**src/rtl/alu_mdu.sv**
```systemverilog
// Single-issue ALU with an iterative multiply/divide unit.
// Simple ops finish at the accept edge; MUL/MULHU/DIVU/REMU iterate one bit per cycle.
module alu_mdu #(
  parameter int WIDTH = 32
) (
  input  logic             i_clk,
  input  logic             i_rst_n,
  input  logic             i_valid,
  output logic             o_ready,
  input  logic [WIDTH-1:0] i_op_a,
  input  logic [WIDTH-1:0] i_op_b,
  input  logic [3:0]       i_alu_op,
  output logic             o_valid,
  input  logic             i_ready,
  output logic [WIDTH-1:0] o_alu_data,
  output logic             o_busy
);
  localparam int SHW = $clog2(WIDTH);

  localparam logic [3:0] OP_ADD   = 4'd0;
  localparam logic [3:0] OP_SUB   = 4'd1;
  localparam logic [3:0] OP_SLT   = 4'd2;
  localparam logic [3:0] OP_SLTU  = 4'd3;
  localparam logic [3:0] OP_XOR   = 4'd4;
  localparam logic [3:0] OP_OR    = 4'd5;
  localparam logic [3:0] OP_AND   = 4'd6;
  localparam logic [3:0] OP_SLL   = 4'd7;
  localparam logic [3:0] OP_SRL   = 4'd8;
  localparam logic [3:0] OP_SRA   = 4'd9;
  localparam logic [3:0] OP_MUL   = 4'd10;
  localparam logic [3:0] OP_MULHU = 4'd11;
  localparam logic [3:0] OP_DIVU  = 4'd12;
  localparam logic [3:0] OP_REMU  = 4'd13;

  typedef enum logic [1:0] {IDLE, BUSY, DONE} state_e;

  state_e           state_q;
  logic [SHW-1:0]   cnt_q;
  logic [3:0]       op_q;
  logic [WIDTH-1:0] hi_q, lo_q, b_q, res_q;

  logic [SHW-1:0]   shamt;
  logic [WIDTH-1:0] alu_res;
  logic             iter_op;

  assign shamt   = i_op_b[SHW-1:0];
  assign iter_op = (i_alu_op >= OP_MUL) && (i_alu_op <= OP_REMU);

  always_comb begin
    alu_res = '0;
    case (i_alu_op)
      OP_ADD:  alu_res = i_op_a + i_op_b;
      OP_SUB:  alu_res = i_op_a - i_op_b;
      OP_SLT:  alu_res = {{(WIDTH-1){1'b0}}, $signed(i_op_a) < $signed(i_op_b)};
      OP_SLTU: alu_res = {{(WIDTH-1){1'b0}}, i_op_a < i_op_b};
      OP_XOR:  alu_res = i_op_a ^ i_op_b;
      OP_OR:   alu_res = i_op_a | i_op_b;
      OP_AND:  alu_res = i_op_a & i_op_b;
      OP_SLL:  alu_res = i_op_a << shamt;
      OP_SRL:  alu_res = i_op_a >> shamt;
      OP_SRA:  alu_res = $signed(i_op_a) >>> shamt;
      default: alu_res = '0;
    endcase
  end

  // hi/lo hold {product hi, multiplier/product lo} for multiply,
  // {partial remainder, dividend/quotient} for divide.
  logic [WIDTH:0]   mul_sum, div_sh;
  logic [WIDTH-1:0] mul_hi_d, mul_lo_d, div_hi_d, div_lo_d, div_diff;
  logic [WIDTH-1:0] iter_hi, iter_lo, fin_res;
  logic             div_ge, is_div;

  always_comb begin
    mul_sum  = {1'b0, hi_q} + {1'b0, (lo_q[0] ? b_q : {WIDTH{1'b0}})};
    mul_hi_d = mul_sum[WIDTH:1];
    mul_lo_d = {mul_sum[0], lo_q[WIDTH-1:1]};
    div_sh   = {hi_q, lo_q[WIDTH-1]};
    div_ge   = div_sh >= {1'b0, b_q};
    div_diff = div_sh[WIDTH-1:0] - b_q;
    div_hi_d = div_ge ? div_diff : div_sh[WIDTH-1:0];
    div_lo_d = {lo_q[WIDTH-2:0], div_ge};
    is_div   = (op_q == OP_DIVU) || (op_q == OP_REMU);
    iter_hi  = is_div ? div_hi_d : mul_hi_d;
    iter_lo  = is_div ? div_lo_d : mul_lo_d;
    case (op_q)
      OP_MUL:   fin_res = mul_lo_d;
      OP_MULHU: fin_res = mul_hi_d;
      OP_DIVU:  fin_res = div_lo_d;
      OP_REMU:  fin_res = div_hi_d;
      default:  fin_res = '0;
    endcase
  end

  always_ff @(posedge i_clk or negedge i_rst_n) begin
    if (!i_rst_n) begin
      state_q <= IDLE;
      cnt_q   <= '0;
      op_q    <= '0;
      hi_q    <= '0;
      lo_q    <= '0;
      b_q     <= '0;
      res_q   <= '0;
    end else begin
      case (state_q)
        IDLE: if (i_valid) begin
          if (iter_op) begin
            state_q <= BUSY;
            cnt_q   <= '0;
            op_q    <= i_alu_op;
            hi_q    <= '0;
            lo_q    <= i_op_a;
            b_q     <= i_op_b;
          end else begin
            state_q <= DONE;
            res_q   <= alu_res;
          end
        end
        BUSY: begin
          hi_q  <= iter_hi;
          lo_q  <= iter_lo;
          cnt_q <= cnt_q + 1'b1;
          if (cnt_q == SHW'(WIDTH-1)) begin
            state_q <= DONE;
            res_q   <= fin_res;
          end
        end
        DONE: if (i_ready) state_q <= IDLE;
        default: state_q <= IDLE;
      endcase
    end
  end

  assign o_ready    = (state_q == IDLE);
  assign o_busy     = (state_q == BUSY);
  assign o_valid    = (state_q == DONE);
  assign o_alu_data = res_q;
endmodule

```
**config.mk**
```make
export PLATFORM = sky130hd
export DESIGN_NAME = alu_mdu
export DESIGN_NICKNAME = d
export VERILOG_FILES = /design/src/rtl/alu_mdu.sv
export SDC_FILE = /design/constraint.sdc
export NUM_CORES = 1
export LEC_CHECK = 0
export BUFFER_PORTS_ARGS = -buffer_cell sky130_fd_sc_hd__buf_2
export CAP_MARGIN = 20
export CORE_MARGIN = 2
export CORE_UTILIZATION = 45
export DETAILED_ROUTE_END_ITERATION = 16
export HOLD_SLACK_MARGIN = 0.08
export PLACE_DENSITY = 0.66
export SLEW_MARGIN = 0
export SYNTH_ARGS = -nofsm -noshare
export SYNTH_HDL_FRONTEND = slang
export SYNTH_SLANG_ARGS = --single-unit
```
**constraint.sdc**
```tcl
create_clock -name i_clk -period 3.05 [get_ports i_clk]
set_input_delay 0.305 -clock i_clk [delete_from_list [all_inputs] [get_ports i_clk]]
set_output_delay 0.305 -clock i_clk [all_outputs]
set_load 0.01 [all_outputs]
```
==> results.md, run 1 <==
* Seq pwr share at 0.137
* Diode count at 0
* # fillers at 3,566
* Worst-Margin Slew at 0.851 ns
* Fmax at 290 MHz
* DRT antenna net count at 0
* Grt total ovfl at 0
* Via/cell ratio at 6.40
* Relative slew slack at 0.432
* Clock transition at path regs at 0.06 ns
* Worst skew pair latency at 0.45 ns
* Max-cap viol count at 0
* Synthesized flop and latch total at 139
* Number of I/O port buffers at 106
* Commonest non-fill, non-tap cell in the layout: buf_4
* VDD IR-drop max at 0.894 mV
* DRT Pass-1 Iters at 6
* Final Slew Violations at 0
* Row cnt at 75
* Switching Power at 0.0133 W
* Placed Instances at 3,760
* H-tree level count at 4
* Clock share of power at 0.081
* Area leader, netlist: dfrtp_1
* Layout cell share with drive strength beyond 1 at 0.341
* Cells after Synth at 2,682
* Vias in the first global route at 23,727
* Setup violators final at 59
* Post-layout util at 0.656
* WS Path Type: reg -> reg
* Dpl ws at -0.556 ns
* Number of synthesis warnings at 0
* Async SR Flop Fraction at 1.00
* Outcome: finished with violations
* Distinct cells, synth at 85
* Min Clock Period, post-route at 3.45 ns
* Clock Tree Root: clkbuf_16
* Yosys top cell area share at 0.180
* Gp weighted congestion at 1.09
* Final wirelength at 98,900 um
* Comb pwr share at 0.782
* First-pass GRT wire length at 142,000 um
* Detail Placement HPWL at 75,100 um
* Die Y at 211 um
* Starting Density at 0.458
* Initial antenna violation count at 2
* Ranking of synthesized cells by area: dfrtp_1, ha_1, a21oi_1, nand2_1, o21ai_0
* Internal power at 0.0132 W
* CTS tree: done
* Final worst-path cycle share at 1.13
* Io pins at 107
* Critical Path Max Stage Delay at 0.47 ns
* Post-Syn Area per Cell at 7.21 um^2
* Pin count of the biggest net entering global routing at 70
* Switching Fraction at 0.501
* Critical Path RT at 3.38 ns
* WP data arrival at 3.78 ns
* Seq/Total Area, Yosys at 0.180
* RSZ-0062 raised after global routing: yes
* Initial DRC count at 2,843
* Critical-path cell list: buf_6 -> and2_1 -> ha_4 -> buf_6 -> nand2_1 -> or3_4 -> o211ai_4 -> a2111oi_4 -> or3_4 -> o21a_1 -> xor2_2 -> nor3_1 -> a211o_1
* Avg WL per Cell at 25.6 um
* Placed Area at 0.0247 mm^2
* Hold Fails Final Rpt at 0
* Clock Tree Buf Depth at 2
* Synth Flop Type: dfrtp_1
* Setup Skew at 0.0101 ns
* CTS buffer count at 17
* Die W at 211 um
* Die area at 0.0447 mm^2
* Area growth from synthesis to layout at 43.2%
* Syn nets at 2,924
* Final Instance Area at 0.0277 mm^2
* Setup crit end kind: flop
* Failing checks: negative setup slack
* DRC at 0
* Hold slack final at 0.255 ns
* Final #Nets at 3,556
* Post-synth EDFFs at 0
* PD cells at 958 mW/mm^2
* CTS sink count at 139
* CP max FO at 6
* Critical Path Source Type: flop
* DR vias at 24,735
* Worst Slack Setup Final at -0.396 ns
* Pleak at 12.8 nW
* Total GRT Usage at 0.421
* Tightest Hold Check Type: in -> reg
* Most frequent cells in the layout: buf_4, nand2_1, a21oi_1
* Post-Syn Area at 0.0193 mm^2
* Max stage delay cell, worst path: dfrtp_2
* Final non-filler cell total at 3,866
* Core Area at 0.0422 mm^2
==> flip-flops by register name (all words and copies together), names as in the netlist <==
register    cells
cnt_q           5
lo_q           32
op_q            4
o_alu_data     32
b_q            32
hi_q           32
state_q         2
==> cells in the mapped netlist, types with 18 or more instances <==
library cell,count
mux2i_1,81
and2_1,45
nor2_1,210
nand2_1,351
o21bai_1,22
nand2b_1,22
o211ai_1,51
mux2_2,24
a221oi_1,27
nor3_1,48
o21ai_0,246
a21oi_1,312
xnor2_1,52
dfrtp_1,139
a31oi_1,28
a22oi_1,21
a211oi_1,49
ha_1,166
nand3_1,43
buf_2,18
mux4_2,24
clkbuf_1,130
o31ai_1,26
xor2_1,31
a21o_1,42
or3_1,19
inv_1,147
buf_1,25
==> logic make-up after synthesis <==
| logic type | Yosys count | synth area share |
|---|---|---|
| AOI/OAI and AO/OA | 1008 | 0.330 |
| xor gates and xnor gates | 83 | 0.0376 |
| adders and majority gates | 170 | 0.111 |
| buffers and inverters | 332 | 0.0679 |
| DFF | 139 | 0.180 |
| muxes | 129 | 0.0838 |
| and+or+nand+nor | 821 | 0.189 |
==> final timing paths <==
check / cells after the start / to / slack (ns) / start
hold / removal: 3 / op_q[2] / 0.25 / i_alu_op[2]
setup / recovery: 13 / hi_q[30] / -0.40 / lo_q[0]
hold reg to reg: 2 / o_alu_data[5] / 0.48 / o_alu_data[5]
setup reg to reg: 13 / hi_q[30] / -0.40 / lo_q[0]
min in group asynchronous: 2 / cnt_q[0] / 0.46 / i_rst_n
max in group asynchronous: 3 / hi_q[24] / 1.68 / i_rst_n
==> final cells by class <==
class / instances / area, um^2 / area share
multi-input combinational: 2212 / 16300 / 0.588
timing repair buffer: 794 / 6090 / 0.220
sequential: 139 / 3480 / 0.126
tap: 539 / 674 / 0.0243
inverter: 150 / 581 / 0.0209
clock buffer: 22 / 474 / 0.0171
clock inverter: 10 / 116 / 0.00420
==> critical path: cells and delay by family (launching register included) <==
family,cells,cell delay [ns]
AO/OA/AOI/OAI,4,0.85
XOR/XNOR,1,0.15
adder cells (fa/ha/maj),1,0.30
buffers and inverters,2,0.31
flip-flops,1,0.47
AND/OR/NAND/NOR,5,1.25
==> stage by stage <==
stage,setup TNS [ns],power [W]
floorplan,-0.0204,0.0118
global placement,-17.60,0.0184
detailed placement,-21.47,0.0185
CTS,-2.05,0.0236
global route,-14.13,0.0278
finish,-7.97,0.0266
==> power by group through the flow <==
stage	Combinational, W	Clock, W	Sequential [W]
finish	0.0208	0.00214	0.00364
global route	0.0218	0.00221	0.00370
CTS	0.0179	0.00213	0.00355
detailed placement	0.0150	0	0.00353
global placement	0.0149	0	0.00351
floorplan	0.00846	0	0.00334
==> what timing repair did <==
item / in CTS / in global routing
buffers inserted: 59 / 29
cloned: 3 / 0
endpoints found under the hold margin: 67 / 0
endpoints found under the setup margin: 65 / 65
hold buffers: 2 / 0
resized for setup: 222 / 165
pin swaps: 99 / 109
==> layer usage <==
| metal | wire (um) | up-vias | share of wire | GRT usage |
|---|---|---|---|---|
| met5 | 0 | - | 0 | 0 |
| met4 | 6550 | 0 | 0.066 | 0.228 |
| met3 | 8830 | 341 | 0.089 | 0.0628 |
| met2 | 44900 | 1459 | 0.45 | 0.687 |
| met1 | 38600 | 11894 | 0.39 | 0.537 |
| li1 | - | 11041 | - | - |
(Power assumes the default switching activity.)
==> run 2, diff against run 1 <==
PLACE_DENSITY = 0.64   (was 0.66)
clock period = 4.04 ns   (was 3.05 ns; I/O delays follow)
==> results.md, run 2 (synthesis results as in run 1) <==
* Outcome: finished, final reports clean
* PD cells at 650 mW/mm^2 (-32%)
* Setup Skew at 0.00939 ns (-0.000718 ns)
* Final wirelength at 86,800 um (-12%)
* Initial DRC count at 2,416 (-15%)
* Fmax at 261 MHz (-10%)
* Worst skew pair latency at 0.45 ns (about the same)
* Min Clock Period, post-route at 3.84 ns (+0.390 ns)
* DR vias at 21,587 (-13%)
* Setup violators final at 0 (-100%)
* Max-cap viol count at 0 (unchanged)
* DRT antenna net count at 0 (unchanged)
* Setup crit end kind: flop
* Diode count at 0 (unchanged)
* Io pins at 107 (unchanged)
* Hold Fails Final Rpt at 0 (unchanged)
* Switching Power at 0.00744 W (-44%)
* Pwr Total at 0.0138 W (-48%)
* Clock transition at path regs at 0.06 ns (about the same)
* Final Slew Violations at 0 (unchanged)
* Critical Path RT at 4.36 ns (+0.98 ns)
* Area growth from synthesis to layout at 10.0%
* Die W at 211 um (unchanged)
* Total GRT Usage at 0.383 (-0.0378)
* Commonest non-fill, non-tap cell in the layout: nand2_1
* Vias in the first global route at 20,345 (-14%)
* Clock share of power at 0.119 (+0.038)
* Via/cell ratio at 6.59 (+3.0%)
* Pleak at 9.56 nW (-25%)
* Gp weighted congestion at 1.06 (-2.2%)
* Relative slew slack at 0.264 (-0.168)
* Die Y at 211 um (unchanged)
* CP max FO at 14 (+8)
* Worst-Margin Slew at 1.10 ns (+0.253 ns)
* Final #Nets at 2,966 (-17%)
* Critical Path Source Type: flop
* WS Path Type: reg -> reg
* Total negative slack at 0 ns (+7.97 ns)
* Clock Tree Buf Depth at 2 (unchanged)
* Final worst-path cycle share at 0.950 (-0.180)
* Detail Placement HPWL at 67,200 um (-10%)
* WP data arrival at 4.15 ns (+0.37 ns)
* Crit path launch: b_q[3]
* Comb pwr share at 0.678 (-0.104)
* Most frequent cells in the layout: nand2_1, a21oi_1, o21ai_0
* CTS tree: done
* Layout cell share with drive strength beyond 1 at 0.115 (-0.225)
* Switching Fraction at 0.538 (+0.0367)
* R2R Path Start: b_q[3]
* Internal power at 0.00639 W (-52%)
* Core Area at 0.0422 mm^2 (unchanged)
* Avg WL per Cell at 26.5 um (+3.6%)
* Row cnt at 75 (unchanged)
* CTS buffer count at 17 (unchanged)
* H-tree level count at 4 (unchanged)
* Setup Buffers After CTS at 0 (-100%)
* Seq pwr share at 0.203 (+0.066)
* Number of I/O port buffers at 106 (unchanged)
* Tightest Hold Check Type: in -> reg
* HP Start: i_ready
* Initial antenna violation count at 1 (-1)
* First-pass GRT wire length at 128,000 um (-9.7%)
* VDD IR-drop max at 0.381 mV (-57%)
* RSZ-0062 raised after global routing: no
* Clock Tree Root: clkbuf_16
* Starting Density at 0.458 (unchanged)
* Grt total ovfl at 0 (unchanged)
* Die area at 0.0447 mm^2 (unchanged)
* CTS sink count at 139 (unchanged)
* DRC at 0 (unchanged)
* Pin count of the biggest net entering global routing at 85 (+21%)
* DRT Pass-1 Iters at 6 (unchanged)
run 2: worst paths after layout:
check | to | slack, ns | depth (start not counted)
worst min register to register | o_alu_data[5] | 0.49 | 2
max in group asynchronous | lo_q[1] | 2.52 | 3
worst min-delay path | state_q[1] | 0.14 | 2
worst max register to register | o_alu_data[0] | 0.20 | 14
worst max-delay path | o_alu_data[0] | 0.20 | 14
min in group asynchronous | b_q[4] | 0.59 | 2
run 2: critical path, cell delays in order, from the launching register on:
cell and delay, ns:
dfrtp_1 0.48, inv_1 0.08, ha_1 0.36, a21o_1 0.21
a21oi_1 0.27, a21oi_1 0.16, or3_1 0.48, o21ai_4 0.28
o21ai_4 0.22, buf_4 0.22, a21oi_1 0.16, a311oi_2 0.09
a2111oi_1 0.45, buf_4 0.18, o21ai_1 0.05
run 2: area by class of cell:
class	instances	area [um^2]
clock inverters	5	81.3
multi-input cells	2211	14600
clock buffers	26	519
fillers	4302	20900
repair buffers	205	1360
well taps	539	674
flip-flops and latches	139	3480
inverters	150	563
run 2: routing by layer:
metal  part of all wire  track usage
met1               0.41        0.511
met2               0.45        0.611
met3              0.083       0.0421
met4              0.060        0.204
met5                  0            0
run 2: power by group through the flow:
stage | registers (W) | logic [W] | clock network, W
2_1_floorplan | 0.00252 | 0.00634 | 0
3_3_place_gp | 0.00278 | 0.00897 | 0
3_5_place_dp | 0.00279 | 0.00906 | 0
4_1_cts | 0.00277 | 0.00914 | 0.00165
5_1_grt | 0.00286 | 0.0102 | 0.00170
6_report | 0.00280 | 0.00938 | 0.00165
run 2: what timing repair did:
| item | 4_1_cts | 5_1_grt |
|---|---|---|
| hold buffers | 1 | 0 |
| resized for setup | 0 | 4 |
| endpoints found under the hold margin | 4 | 0 |
| endpoints found under the setup margin | 0 | 6 |
run 2: per-stage QoR:
stage / worst slack, ns / area [um^2] / utilization / hold slack [ns] / cells
2_1_floorplan: 0.186 / 19300 / - / 0.108 / 2682
3_3_place_gp: 0.128 / 20700 / 0.489 / 0.470 / 3243
3_5_place_dp: 0.156 / 20700 / 0.489 / 0.475 / 3243
4_1_cts: 0.128 / 21300 / 0.504 / 0.131 / 3275
5_1_grt: 0.00787 / 21300 / 0.504 / 0.155 / 3275
6_report: 0.204 / 21300 / 0.504 / 0.141 / 3275
